## config.mk

```make
export PLATFORM = sky130hd
export DESIGN_NAME = multicycle_ctrl
export DESIGN_NICKNAME = d
export VERILOG_FILES = /design/src/rtl/multicycle_ctrl.sv
export SDC_FILE = /design/constraint.sdc
export NUM_CORES = 1
export LEC_CHECK = 0
export CORE_MARGIN = 3
export CORE_UTILIZATION = 46
export CTS_CLUSTER_DIAMETER = 100
export CTS_CLUSTER_SIZE = 28
export DETAILED_ROUTE_END_ITERATION = 7
export PLACE_DENSITY = 0.79
export SYNTH_ARGS = -nofsm -noshare
export SYNTH_HDL_FRONTEND = slang
export SYNTH_SLANG_ARGS = --single-unit
```

## constraint.sdc

```tcl
create_clock -name clk -period 4.1 [get_ports clk]
set_clock_uncertainty 0.2 [all_clocks]
set_input_delay 1.025 -clock clk [delete_from_list [all_inputs] [get_ports clk]]
set_output_delay 1.025 -clock clk [all_outputs]
set_load 0.05 [all_outputs]
```

## src/rtl/multicycle_ctrl.sv

```systemverilog
// Multicycle control FSM for the 64-bit RISC-V datapath over a shared memory port.
// Sequences fetch/decode/execute/memory/writeback, counts retired instructions, traps faults.
module multicycle_ctrl #(
    parameter int unsigned MEM_TIMEOUT = 16
) (
    input  logic        clk,
    input  logic        reset,
    input  logic [6:0]  opcode,
    input  logic [2:0]  funct3,
    input  logic        funct7b5,
    input  logic        zero,
    input  logic        mem_ready,
    output logic        mem_req,
    output logic        mem_write,
    output logic        adr_src,
    output logic        ir_write,
    output logic        pc_write,
    output logic        reg_write,
    output logic [1:0]  result_src,
    output logic [1:0]  alu_src_a,
    output logic [1:0]  alu_src_b,
    output logic [1:0]  imm_src,
    output logic [2:0]  alu_control,
    output logic [63:0] instret,
    output logic        fault,
    output logic [3:0]  state_dbg
);

    typedef enum logic [3:0] {
        S_FETCH  = 4'd0,
        S_DECODE = 4'd1,
        S_MEMADR = 4'd2,
        S_MEMRD  = 4'd3,
        S_MEMWB  = 4'd4,
        S_MEMWR  = 4'd5,
        S_EXECR  = 4'd6,
        S_EXECI  = 4'd7,
        S_ALUWB  = 4'd8,
        S_BEQ    = 4'd9,
        S_JAL    = 4'd10,
        S_FAULT  = 4'd11
    } state_t;

    localparam int unsigned TW = $clog2(MEM_TIMEOUT + 1);
    localparam logic [TW-1:0] TMO_LAST = TW'(MEM_TIMEOUT - 1);

    localparam logic [6:0] OP_LOAD  = 7'b0000011;
    localparam logic [6:0] OP_STORE = 7'b0100011;
    localparam logic [6:0] OP_R     = 7'b0110011;
    localparam logic [6:0] OP_I     = 7'b0010011;
    localparam logic [6:0] OP_BEQ   = 7'b1100011;
    localparam logic [6:0] OP_JAL   = 7'b1101111;

    state_t        r_state;
    state_t        w_next;
    logic [TW-1:0] r_tmo;
    logic [63:0]   r_instret;
    logic          r_fault;
    logic          w_mem_state;
    logic          w_tmo_hit;
    logic          w_f3_ok;
    logic          w_retire;

    assign w_mem_state = (r_state == S_FETCH) || (r_state == S_MEMRD) || (r_state == S_MEMWR);
    // mem_ready in the final allowed cycle still completes the access
    assign w_tmo_hit   = w_mem_state && !mem_ready && (r_tmo == TMO_LAST);
    assign w_f3_ok     = (funct3 == 3'b000) || (funct3 == 3'b010) ||
                         (funct3 == 3'b110) || (funct3 == 3'b111);
    assign w_retire    = (w_next == S_FETCH) &&
                         ((r_state == S_MEMWB) || (r_state == S_MEMWR) ||
                          (r_state == S_ALUWB) || (r_state == S_BEQ));

    always_ff @(posedge clk or posedge reset) begin
        if (reset) begin
            r_state <= S_FETCH;
        end else begin
            r_state <= w_next;
        end
    end

    always_ff @(posedge clk or posedge reset) begin
        if (reset) begin
            r_tmo     <= '0;
            r_instret <= '0;
            r_fault   <= 1'b0;
        end else begin
            if (w_next != r_state) begin
                r_tmo <= '0;
            end else if (w_mem_state && !mem_ready) begin
                r_tmo <= r_tmo + 1'b1;
            end
            if (w_retire) begin
                r_instret <= r_instret + 64'd1;
            end
            if (w_next == S_FAULT) begin
                r_fault <= 1'b1;
            end
        end
    end

    always_comb begin
        w_next = r_state;
        case (r_state)
            S_FETCH:  if (mem_ready) w_next = S_DECODE; else if (w_tmo_hit) w_next = S_FAULT;
            S_DECODE: begin
                case (opcode)
                    OP_LOAD, OP_STORE: w_next = S_MEMADR;
                    OP_R:              w_next = w_f3_ok ? S_EXECR : S_FAULT;
                    OP_I:              w_next = w_f3_ok ? S_EXECI : S_FAULT;
                    OP_BEQ:            w_next = (funct3 == 3'b000) ? S_BEQ : S_FAULT;
                    OP_JAL:            w_next = S_JAL;
                    default:           w_next = S_FAULT;
                endcase
            end
            S_MEMADR: w_next = (opcode == OP_LOAD) ? S_MEMRD : S_MEMWR;
            S_MEMRD:  if (mem_ready) w_next = S_MEMWB; else if (w_tmo_hit) w_next = S_FAULT;
            S_MEMWB:  w_next = S_FETCH;
            S_MEMWR:  if (mem_ready) w_next = S_FETCH; else if (w_tmo_hit) w_next = S_FAULT;
            S_EXECR:  w_next = S_ALUWB;
            S_EXECI:  w_next = S_ALUWB;
            S_ALUWB:  w_next = S_FETCH;
            S_BEQ:    w_next = S_FETCH;
            S_JAL:    w_next = S_ALUWB;
            S_FAULT:  w_next = S_FAULT;
            default:  w_next = S_FAULT;
        endcase
    end

    // Gating on reset keeps every strobe low while reset is held, including mid-access.
    always_comb begin
        mem_req     = 1'b0;
        mem_write   = 1'b0;
        adr_src     = 1'b0;
        ir_write    = 1'b0;
        pc_write    = 1'b0;
        reg_write   = 1'b0;
        result_src  = 2'b00;
        alu_src_a   = 2'b00;
        alu_src_b   = 2'b00;
        imm_src     = 2'b00;
        alu_control = 3'b000;
        if (!reset) begin
            case (r_state)
                S_FETCH: begin
                    mem_req = 1'b1;
                    if (mem_ready) begin
                        ir_write   = 1'b1;
                        pc_write   = 1'b1;
                        alu_src_b  = 2'b10;
                        result_src = 2'b10;
                    end
                end
                S_DECODE: begin
                    alu_src_a = 2'b01;
                    alu_src_b = 2'b01;
                    imm_src   = 2'b10;
                end
                S_MEMADR: begin
                    alu_src_a = 2'b10;
                    alu_src_b = 2'b01;
                    imm_src   = (opcode == OP_LOAD) ? 2'b00 : 2'b01;
                end
                S_MEMRD: begin
                    mem_req = 1'b1;
                    adr_src = 1'b1;
                end
                S_MEMWB: begin
                    result_src = 2'b01;
                    reg_write  = 1'b1;
                end
                S_MEMWR: begin
                    mem_req   = 1'b1;
                    mem_write = 1'b1;
                    adr_src   = 1'b1;
                end
                S_EXECR, S_EXECI: begin
                    alu_src_a = 2'b10;
                    alu_src_b = (r_state == S_EXECI) ? 2'b01 : 2'b00;
                    case (funct3)
                        3'b000:  alu_control = (r_state == S_EXECR && funct7b5) ? 3'b001 : 3'b000;
                        3'b010:  alu_control = 3'b101;
                        3'b110:  alu_control = 3'b011;
                        3'b111:  alu_control = 3'b010;
                        default: alu_control = 3'b000;
                    endcase
                end
                S_ALUWB:  reg_write = 1'b1;
                S_BEQ: begin
                    alu_src_a   = 2'b10;
                    alu_control = 3'b001;
                    pc_write    = zero;
                end
                S_JAL: begin
                    alu_src_a = 2'b01;
                    alu_src_b = 2'b10;
                    pc_write  = 1'b1;
                end
                default: ;
            endcase
        end
    end

    assign instret   = r_instret;
    assign fault     = r_fault;
    assign state_dbg = r_state;

endmodule
```

## After elaboration in Yosys (flattened, before gate mapping)

Cells that the tools add are included.

| cells by class | value |
|---|---|
| $add $sub $neg | 2 |
| multiply operators | 0 |
| divide/modulo/power cells | 0 |
| order comparisons | 0 |
| eq/ne operators | 22 |
| shifts and indexed selects | 0 |
| muxes and demuxes | 40 |
| bitwise operators | 0 |
| reductions and logical operators | 27 |

Operator list:

| cell | count |
|---|---|
| $add A64 B1 Y64 const B | 1 |
| $pmux W4 S7 | 1 |
| $mux W4 | 6 |
| $pmux W4 S5 | 1 |
| $eq A4 B3 Y1 const B | 4 |
| $eq A4 B4 Y1 const B | 4 |
| $mux W1 | 15 |
| $eq A7 B6 Y1 const B | 2 |
| $eq A7 B7 Y1 const B | 2 |
| $mux W2 | 6 |
| $pmux W2 S2 | 3 |
| $pmux W3 S4 | 1 |
| $reduce_or A2 Y1 | 6 |
| $mux W5 | 2 |
| $reduce_or A3 Y1 | 3 |
| $eq A4 B2 Y1 const B | 2 |
| $logic_not A4 Y1 | 2 |
| $logic_or A1 B1 Y1 | 8 |
| $pmux W2 S4 | 1 |
| $eq A7 B2 Y1 const B | 1 |
| $eq A7 B5 Y1 const B | 1 |
| $eq A3 B3 Y1 const B | 2 |
| $mux W3 | 2 |
| $pmux W3 S2 | 1 |
| other kinds (11) | 14 |

| storage, ports and cells | value |
|---|---|
| flip-flop bits (word level) | 74 |
| bits in latches | 0 |
| memory bits (writable) | 0 |
| ROM bits | 0 |
| output and inout bits | 86 |
| logic and storage cells | 95 |
| memories kept | 0 |

## Longest topological paths before layout

Gate-level depths: netlist of run 1.

| depth | value |
|---|---|
| depth in word-level cells | 10 |
| depth in mapped cells | 11 |

## Least setup slack after synthesis of run 1

No wires, ideal clock.

| timing path | value |
|---|---|
| kind | input-to-output |
| from | input reset |
| to | output alu_control[1] |
| data arrival time | 4,121 ps |
| data required time | 2,875 ps |
| slack | -1,246 ps |
| stages on the path | 3 |
| cell sequence | inv_1 > nand3_1 > nor3_1 |

| between the ends | value |
|---|---|
| longest elaborated chain between the ends | 1 |

RTL lines:

| what | line | source |
|---|---|---|
| start, declared | 7 | `input logic reset,` |
| $mux W3 | 142 | `if (!reset) begin` |
| end, declared | 23 | `output logic [2:0] alu_control,` |

No other way between the ends.

## Final worst setup path of run 1

| timing path | value |
|---|---|
| from | input opcode[3] |
| to | output imm_src[0] |

| between the ends | value |
|---|---|
| longest elaborated chain between the ends | 4 |

RTL lines:

| what | line | source |
|---|---|---|
| start, declared | 8 | `input logic [6:0] opcode,` |
| $eq A7 B2 Y1 | 161 | `imm_src = (opcode == OP_LOAD) ? 2'b00 : 2'b01;` |
| $mux W1 | 161 |  |
| $pmux W2 S2 | 143 | `case (r_state)` |
| $mux W2 | 142 |  |
| end, declared | 22 | `output logic [1:0] imm_src,` |

No other way between the ends.

==> key figures, run 1 <==
Logic synthesis
  – Main synth FF type: dfrtp_1
  – Leading post-synthesis cells by cell area: dfrtp_1 (43%), xor2_1 (10%), nand2_1 (4.5%)
  – Netlist cell types: 58
  – Cell with the most instances after synthesis: dfrtp_1
  – Compound-cell area share of the yosys netlist: 0.0642
  – Cell count after synthesis: 441
  – Post-synthesis async set-or-reset flop share: 1.00
  – Synth top area share: 0.434
  – Post-synth top cells: dfrtp_1 (74), nand2_1 (51), xor2_1 (51)
  – Mux contribution to synthesized area: 0.0149
  – Adder-Cell Fraction of Synth Area: 0.00879
  – Post-synthesis net count: 459
  – Main combinational cell family by area after synthesis: simple AND/OR/NAND/NOR gates
  – Post-Synth Simple-Gate Area: 0.302
  – Number of synthesized flops with an enable pin: 0
  – Post-synth top area cell: dfrtp_1
  – Mean area per synthesized cell: 9.68 µm²
  – Xor/xnor share of the synthesized area: 0.140
  – Warnings, synthesis: 0
  – Cell area after synthesis: 4270 µm²
  – Post-synthesis sequential area ratio: 0.434
  – Yosys reg bits: 74

Routing
  – DRC violation count after routing: 0
  – Met2 routed wirelength: 4670 µm
  – Routed Antenna Nets: 0
  – Via count: 3677
  – Max Used Layer: met4
  – Via density per instance: 5.63
  – DR pass1 iterations: 4
  – Met3 WL: 748 µm
  – DRT Wirelength: 10400 µm
  – DRT iter0 DRCs: 194
  – Avg WL per Cell: 15.9 µm
  – Met1 wire length: 4810 µm

Timing
  – Final hold viol count: 0
  – Max-slew violations: 0
  – Minimum clock period: 3.87 ns
  – Total negative setup slack: 0 ns
  – Slew at the pin with the worst max-slew slack: 0.905 ns
  – Fmax: 259 MHz
  – Relative slew slack: 0.393
  – # setup viols final: 0
  – Hold WS: 0.272 ns
  – RSZ-0062 raised after global routing: false
  – Period utilisation layout: 0.943

Clocking
  – Bufs on Longest Clock Path: 2
  – Post-CTS setup buffers: 0
  – CTS tree: yes
  – Clock-pin slew on the worst setup and hold paths: 0.09 ns
  – CTS Root Cell: clkbuf_8
  – H-Tree Depth: 3
  – Post-CTS Hold Buffers: 0
  – CTS resizes: 0
  – Worst-Skew Late Latency: 0.35 ns
  – Sink Count: 74
  – Num CTS Buffers: 9

Worst hold path
  – Hold Path Class: reg2reg
  – Hold Path Sink: instret[63]$_DFFE_PP0P_
  – Hold depth: 1
  – Hold Crit Start: instret[63]$_DFFE_PP0P_

Worst setup path
  – R2R Setup Slk: 0.95 ns
  – Critical path class: in2out
  – Max FO, Critical Path: 3
  – WP data required: 2.87 ns
  – RR Startpoint: state_dbg[2]$_DFF_PP0_
  – Crit. End Element: output port
  – Worst flop-to-flop path endpoint: instret[1]$_DFFE_PP0P_
  – Startpoint class of the critical path: input port
  – Path depth of the worst reg2reg path: 6
  – Crit path DAT: 2.64 ns

Floorplan
  – # rows: 34
  – Starting density of the core: 0.482
  – Ports: 101
  – Width of the chip: 102 µm
  – Die Span Y: 102 µm
  – Placeable core area: 8850 µm²
  – Die ar.: 10500 µm²

Global routing
  – Vias in the first global route: 3565
  – Initial antenna violation count: 0
  – Largest net degree at the start of global routing: 44
  – First-pass GRT wire length: 17000 µm
  – GRT Residual Overflow: 0
  – Total GRT Usage: 0.203

Final layout
  – Nets: 558
  – Fin util: 0.635
  – Diodes inserted: 0
  – Area Growth Syn to Fin: 31.7%
  – Share of cells above drive strength 1: 0.141

Place
  – Port bufs: 100
  – Detailed-placement wirelength estimate: 7350 µm
  – GPL Wtd Cong: 0.920

Flow run
  – Maxcap violations: 0

Pwr
  – Worst VDD drop: 0.254 mV
  – Cell Pwr Density: 493 nW/µm²
  – LEAKAGE: 2.54 nW

Outcome
  – Status: complete, no violations
-- kinds of logic (layout without fill, tap and decap cells) --
family,after synthesis,in the layout
AO/OA/AOI/OAI,32,32
adder cells (fa/ha/maj),3,3
flip-flops,74,74
buffers and inverters,33,137
AND/OR/NAND/NOR,225,225
XOR/XNOR,68,68
multiplexers,6,6
-- layout make-up --
type	instances	area [µm²]
sequential	74	1850
inverter	14	56.3
tap	108	135
clock buffer	9	124
timing repair buffer	107	1090
clock inverter	7	103
multi-input combinational	334	2260
fill	718	3230
-- worst max-delay path, cell delays in order --
cell and delay (ns):
clkdlybuf4s50_1 0.44, or3_4 0.42, o41ai_1 0.43, nor3_1 0.11
buf_4 0.21
-- placed cells by master, fill, tap and decap left out, types with 6 or more instances in the layout --
cell,Yosys,layout
nand3_1,17,17
nor3_2,12,12
clkdlybuf4s50_1,0,83
and4_1,8,8
buf_4,2,18
nand2_1,51,51
nor4_1,13,12
a21oi_1,6,6
dfrtp_1,74,74
nor2b_1,6,6
and3_1,8,8
xnor2_1,17,17
nor2_1,33,33
buf_12,0,6
xor2_1,51,51
nor3_1,34,34
clkbuf_8,0,9
nand4_1,12,12
inv_1,14,13
-- power by group --
part	switching [mW]	internal (mW)	leakage [nW]
Combinational	0.857	0.418	1.44
Clock	0.289	0.348	0.110
Sequential	0.0825	0.775	0.991
-- metal layers --
metal  GRT usage  vias to the layer above
li1            -                     1761
met1       0.288                     1781
met2       0.305                      121
met3      0.0526                       14
met4      0.0605                        0
met5           0                        -
-- stage by stage --
stage / total power [mW] / cells / setup slack (ns) / area [µm²]
after detailed placement: 2.14 / 637 / 0.245 / 5390
final: 2.77 / 653 / 0.234 / 5620
after global routing: 2.92 / 653 / 0.0991 / 5620
after global placement: 2.12 / 637 / 0.337 / 5390
after CTS: 2.79 / 653 / 0.229 / 5620
after floorplan: 1.82 / 441 / -0.352 / 4280
-- state kept, by name, summed over array words and instances (netlist names) --
| signal | count |
|---|---|
| r_tmo | 5 |
| instret | 64 |
| fault | 1 |
| state_dbg | 4 |
-- worst max-delay path by stage --
stage                   start        endpoint  slack [ns]
finish              opcode[3]      imm_src[0]        0.23
global route        opcode[3]      imm_src[0]         0.1
CTS                 opcode[3]      imm_src[0]        0.23
detailed placement  opcode[3]      imm_src[0]        0.25
global placement    opcode[3]      imm_src[0]        0.34
floorplan               reset  alu_control[1]       -0.35
No activity file was read; power rests on OpenSTA's default activity.
==> run 2, diff against run 1 <==
--- a/config.mk
+++ b/config.mk
@@ -5,12 +5,13 @@
 export SDC_FILE = /design/constraint.sdc
 export NUM_CORES = 1
 export LEC_CHECK = 0
+export CAP_MARGIN = 0
 export CORE_MARGIN = 3
-export CORE_UTILIZATION = 46
+export CORE_UTILIZATION = 45
 export CTS_CLUSTER_DIAMETER = 100
 export CTS_CLUSTER_SIZE = 28
 export DETAILED_ROUTE_END_ITERATION = 7
-export PLACE_DENSITY = 0.79
+export PLACE_DENSITY = 0.77
 export SYNTH_ARGS = -nofsm -noshare
 export SYNTH_HDL_FRONTEND = slang
 export SYNTH_SLANG_ARGS = --single-unit
==> key figures, run 2 (synthesis gave the netlist of run 1 again) <==
Worst setup path
  – RR Startpoint: state_dbg[3]$_DFF_PP0_
  – R2R Setup Slk: 0.94 ns
  – CP max-delay cell: clkdlybuf4s50_1
  – Buf/Inv on CP: 2
  – Startpoint class of the critical path: input port
  – Crit path DAT: 2.61 ns
  – Cell Chain, Critical Path: clkdlybuf4s50_1, or3_4, o41ai_1, nor3_1, buf_4
  – Max FO, Critical Path: 3
  – Largest stage delay, worst path: 0.43 ns
  – Critical path class: in2out
  – Crit. End Element: output port
  – Path depth of the worst reg2reg path: 6
  – Worst flop-to-flop path endpoint: instret[1]$_DFFE_PP0P_
  – Crit path max-delay family: buffers and inverters
  – WP data required: 2.87 ns

Pwr
  – PnR Total Power: 2.78 mW
  – Worst VDD drop: 0.285 mV
  – Cell Pwr Density: 492 nW/µm²
  – LEAKAGE: 2.56 nW

Clocking
  – Post-CTS Hold Buffers: 0
  – Sink Count: 74
  – Post-CTS setup buffers: 0
  – CTS resizes: 0
  – Worst-Skew Late Latency: 0.34 ns
  – CTS Root Cell: clkbuf_8
  – CTS tree: yes
  – Num CTS Buffers: 9
  – Clock-pin slew on the worst setup and hold paths: 0.08 ns
  – Bufs on Longest Clock Path: 2
  – H-Tree Depth: 3

Flow run
  – Maxcap violations: 0

Floorplan
  – Starting density of the core: 0.476
  – Die ar.: 10700 µm²
  – Placeable core area: 8980 µm²
  – Ports: 101
  – Die Span Y: 103 µm
  – Width of the chip: 103 µm
  – # rows: 34

Place
  – GPL Wtd Cong: 0.889
  – Detailed-placement wirelength estimate: 7590 µm
  – Port bufs: 100

Final layout
  – Commonest non-fill, non-tap cell in the layout: clkdlybuf4s50_1
  – Nets: 560
  – Fin util: 0.630
  – Share of cells above drive strength 1: 0.144
  – Area Growth Syn to Fin: 32.5%
  – Fillers: 771
  – Max reg flops: 64
  – Most frequent cells in the layout: clkdlybuf4s50_1 (83), dfrtp_1 (74), nand2_1 (51), xor2_1 (51), nor3_1 (34)
  – Diodes inserted: 0

Routing
  – Avg WL per Cell: 15.4 µm
  – DRT iter0 DRCs: 109
  – Via density per instance: 5.44
  – DRT Wirelength: 10400 µm
  – DR pass1 iterations: 4
  – DRC violation count after routing: 0
  – Via count: 3662
  – Routed Antenna Nets: 0

Timing
  – Final hold viol count: 0
  – RSZ-0062 raised after global routing: false
  – Period utilisation layout: 0.935
  – Fmax: 261 MHz
  – Relative slew slack: 0.386
  – Max-slew violations: 0
  – Minimum clock period: 3.83 ns
  – Slew at the pin with the worst max-slew slack: 0.917 ns
  – Total negative setup slack: 0 ns
  – # setup viols final: 0

Global routing
  – First-pass GRT wire length: 17400 µm
  – Vias in the first global route: 3603
  – GRT Residual Overflow: 0
  – Largest net degree at the start of global routing: 44
  – Total GRT Usage: 0.203
  – Initial antenna violation count: 0

Worst hold path
  – Hold Path Sink: instret[63]$_DFFE_PP0P_
  – Hold Crit Start: instret[63]$_DFFE_PP0P_
  – Hold Path Class: reg2reg
  – Hold depth: 1

Outcome
  – Status: complete, no violations
## run 2: cell count changes in the layout (fill, tap and decap cells not counted), sizes merged
| cell | delta |
|---|---|
| buf | +2 |
| clkinvlp | -1 |
| clkinv | -1 |
| inv | +1 |
| clkbuf | +1 |
## run 2: worst max-delay path by stage
| stage | end | from | cells after the start | slack [ns] |
|---|---|---|---|---|
| 4_1_cts | imm_src[0] | opcode[3] | 5 | 0.28 |
| 3_5_place_dp | instret[48]$_DFFE_PP0P_ | funct3[2] | 8 | 0.30 |
| 6_report | imm_src[0] | opcode[3] | 5 | 0.27 |
| 5_1_grt | alu_control[2] | reset | 5 | 0.20 |
| 3_3_place_gp | imm_src[0] | opcode[3] | 5 | 0.32 |
| 2_1_floorplan | alu_control[1] | reset | 3 | -0.35 |
## run 2: layout make-up
cell class                 instances  area, µm²  share of cell area
multi-input combinational        334       2260               0.400
sequential                        74       1850               0.327
timing repair buffer             109       1100               0.195
tap                              126        158              0.0279
clock buffer                      10        138              0.0243
clock inverter                     6       87.6              0.0155
inverter                          14       56.3             0.00995
## run 2: stage by stage
step	std cells	hold slack [ns]	instance area (µm²)	setup slack (ns)
6_report	673	0.282	5660	0.266
5_1_grt	673	0.301	5660	0.196
4_1_cts	673	0.275	5660	0.284
3_5_place_dp	657	0.260	5430	0.298
3_3_place_gp	657	0.262	5430	0.322
2_1_floorplan	441	0.324	4280	-0.352
## run 2: report_power, final
| group | switching (mW) | total [mW] | internal, mW |
|---|---|---|---|
| logic | 0.871 | 1.30 | 0.425 |
| clock network | 0.279 | 0.641 | 0.362 |
| registers | 0.0701 | 0.846 | 0.775 |
## run 2: per-layer routing
layer,track usage,part of all wire
met1,0.288,0.46
met2,0.313,0.45
met3,0.0537,0.082
met4,0.0478,0.0077
met5,0,0
## run 2: worst register-to-register path: stages, from the launching register on
cell,delay [ns]
dfrtp_1,0.66
or2_2,0.46
nor2_1,0.19
o31ai_2,0.17
o211ai_4,0.77
nand2b_1,0.26
mux2_2,0.34
